[config.mk]
export PLATFORM = sky130hd
export DESIGN_NAME = tdm_demux8
export DESIGN_NICKNAME = d
export VERILOG_FILES = /design/src/rtl/tdm_pkg.sv /design/src/rtl/tdm_demux8_slot_decoder.sv /design/src/rtl/tdm_demux8.sv
export SDC_FILE = /design/constraint.sdc
export NUM_CORES = 1
export LEC_CHECK = 0
export CAP_MARGIN = 20
export CORE_MARGIN = 2
export CORE_UTILIZATION = 50
export CTS_CLUSTER_SIZE = 30
export DETAILED_ROUTE_END_ITERATION = 7
export DONT_BUFFER_PORTS = 1
export HOLD_SLACK_MARGIN = 0.06
export PLACE_DENSITY = 0.7
export SLEW_MARGIN = 10
export SYNTH_ARGS = -nofsm -noshare
export SYNTH_HDL_FRONTEND = slang
export SYNTH_HIERARCHICAL = 1
export SYNTH_SLANG_ARGS = --single-unit
export TNS_END_PERCENT = 20
[constraint.sdc]
create_clock -name clk -period 1.74 [get_ports clk]
set_input_delay 0.261 -clock clk [delete_from_list [all_inputs] [get_ports clk]]
set_output_delay 0.261 -clock clk [all_outputs]
set_load 0.02 [all_outputs]
[src/rtl/tdm_pkg.sv]
// Shared types and sizing for the tdm_demux8 serial-to-parallel demultiplexer.
// TDM_DEMUX_PARITY_EN adds a trailing even-parity slot to every frame.
package tdm_pkg;

    typedef enum logic {IDLE, COLLECT} state_t;

    localparam int LANES = 8;
    localparam int SEL_W = 3;

`ifdef TDM_DEMUX_PARITY_EN
    localparam int FRAME_SLOTS = LANES + 1;
`else
    localparam int FRAME_SLOTS = LANES;
`endif

    // Slot counter must also reach the parity slot when it exists.
    localparam int SLOT_W = $clog2(FRAME_SLOTS);

endpackage

[src/rtl/tdm_demux8_slot_decoder.sv]
// Combinational SEL_W-to-LANES one-hot decoder with enable; drives the
// per-lane collect write enables and the lane_en strobe.
module slot_decoder #(
    parameter int SEL_W = 3,
    parameter int LANES = 8
) (
    input  logic [SEL_W-1:0] sel,
    input  logic             en,
    output logic [LANES-1:0] onehot
);

    for (genvar i = 0; i < LANES; i++) begin : g_lane
        assign onehot[i] = en && (sel == SEL_W'(i));
    end

endmodule

[src/rtl/tdm_demux8.sv]
// Time-division demultiplexer: serial bits are spread over 8 lanes and each
// completed frame is offered on a valid/ready port. Optional: TDM_DEMUX_PARITY_EN.
module tdm_demux8
    import tdm_pkg::*;
(
    input  logic             clk,
    input  logic             rst_n,
    input  logic             din,
    input  logic             din_valid,
    input  logic             sync,
    output logic [LANES-1:0] lane_out,
    output logic [LANES-1:0] lane_en,
    output logic             frame_valid,
    input  logic             frame_ready,
    output logic             sync_err,
    output logic             overrun,
    output logic             parity_err
);

    localparam logic [SLOT_W-1:0] LAST_SLOT = SLOT_W'(FRAME_SLOTS - 1);
    localparam logic [SLOT_W-1:0] LAST_DATA = SLOT_W'(LANES - 1);

    state_t            state;
    logic [SLOT_W-1:0] slot;
    logic [SLOT_W-1:0] wr_slot;
    logic [LANES-1:0]  collect;
    logic [LANES-1:0]  collect_nxt;
    logic [LANES-1:0]  dec;
    logic              accept;
    logic              restart;
    logic              is_data;
    logic              complete;
    logic              load;

    // A sync always forces the current bit into slot 0, whatever the counter says.
    always_comb begin
        accept   = din_valid && (state == COLLECT || sync);
        restart  = din_valid && sync && (state == COLLECT) && (slot != '0);
        wr_slot  = sync ? '0 : slot;
        is_data  = accept && (wr_slot <= LAST_DATA);
        complete = accept && (wr_slot == LAST_SLOT);
        load     = complete && (!frame_valid || frame_ready);
    end

    slot_decoder #(
        .SEL_W (SEL_W),
        .LANES (LANES)
    ) u_dec (
        .sel    (wr_slot[SEL_W-1:0]),
        .en     (is_data),
        .onehot (dec)
    );

    always_comb begin
        collect_nxt = ((restart ? '0 : collect) & ~dec) | (dec & {LANES{din}});
    end

    always_ff @(posedge clk or negedge rst_n) begin
        if (!rst_n) begin
            state       <= IDLE;
            slot        <= '0;
            collect     <= '0;
            lane_out    <= '0;
            lane_en     <= '0;
            frame_valid <= 1'b0;
            sync_err    <= 1'b0;
            overrun     <= 1'b0;
        end else begin
            lane_en  <= dec;
            sync_err <= restart;
            if (accept) begin
                state <= COLLECT;
                slot  <= complete ? '0 : wr_slot + 1'b1;
            end
            collect <= complete ? '0 : collect_nxt;
            if (load) begin
                lane_out    <= collect_nxt;
                frame_valid <= 1'b1;
            end else if (frame_valid && frame_ready) begin
                frame_valid <= 1'b0;
            end
            // A frame that finds the output still occupied is lost.
            if (complete && !load)
                overrun <= 1'b1;
        end
    end

`ifdef TDM_DEMUX_PARITY_EN
    // Completion happens on the parity slot, so din is the parity bit here.
    always_ff @(posedge clk or negedge rst_n) begin
        if (!rst_n)
            parity_err <= 1'b0;
        else
            parity_err <= load && ((^collect) ^ din);
    end
`else
    assign parity_err = 1'b0;
`endif

endmodule

==> results_dict.tcl <==
set metrics [dict create \
    cts_tree "done" \
    yosysTopAreaCell "dfrtp_1" \
    yosys.area.top_type_share_pct 58.2 \
    status "completed" \
    timing.final.ws_setup_ns 0.0891 \
    multiInputGateArea_um2 552 \
    antenna_found_initial 0 \
    seqCellArea_um2 776 \
    ys_seq_area_share_pct 58.2 \
    routed_wl_mm 2.68 \
    coreArea_um2 2500 \
    synth-main-ff-cell "dfrtp_1" \
    drc_errors 0 \
    synth_top_cells_by_count "dfrtp_1, a21oi_1, nand2_1" \
    rows 18 \
    detail_route.wl_per_cell_um 16.4 \
    critical_path_depth 6 \
    finClkSkew_ns 0.00855 \
    area.growth.synth_to_final_pct 18.3 \
    crit_buf_inv 0 \
    slew_headroom_pct 61.7 \
    n_fill_cell 195 \
    startpoint_type "flop" \
    drv_cap 0 \
    cp_top_family "simple AND/OR/NAND/NOR gates" \
    async_reset_ff_share_pct 100 \
    critPathArrivalTime_ns 1.90 \
    final_core_util_pct 63.1 \
    drtIter0Drc 22 \
    synth-edff-count 0 \
    dp_cells 147 \
    drv_slew 0 \
    critical_path.max_fanout 8 \
    synth_area_um2 1330 \
    fin_cells 163 \
    avgSynthCellArea_um2 11.3 \
    tns_ns 0 \
    pre_cts_slack_ns 0.0285 \
    hold_violations 0 \
    postRouteAntennaNets 0 \
    path_cells "and2b_2 -> ha_1 -> ha_2 -> o211a_4 -> and2_4 -> a31oi_2" \
    ctsHtreeMaxLevel 2 \
    finalNetCount 140 \
    period_share_pct 94.9 \
    clkLatencyLatePin_ns 0.33 \
    clock_sinks 31 \
    synth.most_common_cell "dfrtp_1" \
    path_clk_slew_ns 0.10 \
    hold_class "primary input to flop" \
    die_w_um 55.7 \
    place_congestion 0.829 \
    finalWorstPathRequiredPeriod_ns 1.65 \
    port_buffers 0 \
    ys.warnings.count 6 \
    slowest_stage "dfrtp_1" \
    worstPathRequired_ns 1.99 \
    finalSetupViolCount 0 \
    netlist_instances 118 \
    root_buffer "clkbuf_4" \
    cpPeakStageDelay_ns 0.40 \
    fmax_mhz 606 \
    end_kind "flop" \
    antennaDiodeCount 0 \
    rr_worst_depth 6 \
    synth_cell_types 27 \
    start_util_pct 53.4 \
    holdPathStages 2 \
    drive_gt1_share_pct 27.1 \
    grt_pass1_vias 1020 \
    synth_fp_nets 126 \
    io_pins 26 \
    grt_pass1_wl_mm 4.66 \
    powerDensity_nw_per_um2 1060 \
    ys_ff_latch 31 \
    cellLeakagePower_nw 0.734 \
    grt_usage_pct 19.7 \
    vias 973 \
    ir_worst_vdd_uv 808 \
    die_h_um 55.7 \
    total_power_mw 1.67 \
    r2r_setup_slack_ns 0.09 \
    avgViaCountPerCell 5.97 \
    dr.pass1.iters 4 \
    setup.worst_path.class "flop to flop" \
    worstMarginPinSlew_ns 0.571 \
    synth_area_leaders "dfrtp_1, a21oi_1, a31oi_1" \
    rsz0062_at_grt "false" \
    cts_buffers 5 \
    grt_max_degree 32 \
    hpwlAfterDp_mm 1.76 \
    grt_overflow_total 0 \
    clockBufferDepth 2 \
    dieArea_um2 3100 \
]
-- path summary, 6_finish.rpt --
kind | from | endpoint
max in group asynchronous | rst_n | lane_out[4]
worst min-delay path | din | collect[7]
worst max register to register | slot[0] | lane_out[2]
worst max-delay path | slot[0] | lane_out[2]
min in group asynchronous | rst_n | collect[3]
worst min register to register | slot[2] | slot[2]
-- state kept, by name, summed over array words and instances, names as in the netlist --
register,count
collect,8
frame_valid,1
lane_en,8
lane_out,8
overrun,1
slot,3
state,1
sync_err,1
-- cell families after synthesis --
logic type,count (synthesis),share of synthesized area (%)
flip-flops,31,58.2
buffers and inverters,6,2.72
AO/OA/AOI/OAI,39,16.9
adder cells (fa/ha/maj),2,1.88
other,1,0.281
AND/OR/NAND/NOR,39,20.1
-- per-layer routing --
metal / global-route usage, % / part of all wire (%) / vias up
met2: 27.9 / 48 / 33
met3: 6.74 / 6.2 / 11
met1: 25.0 / 43 / 471
met5: 0 / 0 / -
met4: 13.9 / 3.1 / 0
li1: - / - / 458
-- report_power, final --
| part | internal [mW] | switching (mW) |
|---|---|---|
| Combinational | 0.0958 | 0.119 |
| Clock | 0.339 | 0.238 |
| Sequential | 0.789 | 0.0898 |
-- stage by stage --
step / hold slack [ns] / area (µm²)
4_1_cts: 0.0685 / 1540
6_report: 0.0817 / 1580
3_5_place_dp: -0.0338 / 1370
3_3_place_gp: -0.0338 / 1370
2_1_floorplan: -0.0346 / 1330
5_1_grt: 0.0755 / 1580
-- layout make-up --
type / instances / share of cell area [%]
Clock buffer: 6 / 3.25
Timing Repair Buffer: 12 / 7.77
Sequential cell: 31 / 49.2
Tap cell: 30 / 2.38
Inverter: 1 / 0.238
Clock inverter: 2 / 2.22
Multi-Input combinational cell: 81 / 35.0
-- worst reg2reg max path: stages, from the launching register on --
cell	delay (ns)
dfrtp_1	0.40
and2b_2	0.22
ha_1	0.20
ha_2	0.20
o211a_4	0.18
and2_4	0.19
a31oi_2	0.20
-- cells in the final DEF (no fill, tap or decap) --
| cell type | count |
|---|---|
| o21bai_1 | 1 |
| a21oi_1 | 16 |
| nand2b_1 | 3 |
| and4_2 | 1 |
| o211a_4 | 1 |
| a21o_2 | 1 |
| clkbuf_8 | 1 |
| and2_4 | 1 |
| o21ai_0 | 10 |
| ha_2 | 1 |
| ha_1 | 1 |
| clkinv_2 | 1 |
| and4bb_2 | 3 |
| conb_1 | 1 |
| buf_12 | 2 |
| dfrtp_1 | 31 |
| nand2_1 | 12 |
| buf_4 | 7 |
| nand3_1 | 1 |
| o21ai_1 | 1 |
| bufinv_16 | 1 |
| dlygate4sd3_1 | 3 |
| nor2_1 | 2 |
| and2b_2 | 3 |
| clkbuf_4 | 5 |
| and4b_2 | 3 |
| a31oi_2 | 3 |
| a31oi_1 | 6 |
| nor2b_1 | 8 |
| nor3_2 | 1 |
| inv_1 | 1 |
| nor4b_4 | 1 |
-- timing repair --
action | 4_1_cts | 5_1_grt
hold endpoints to repair | 33 | 0
setup buffers | 3 | 1
endpoints found under the setup margin | 1 | 6
pin swaps | 1 | 0
hold buffers | 4 | 0
resized for setup | 0 | 5
No activity file was read; power rests on OpenSTA's default activity.
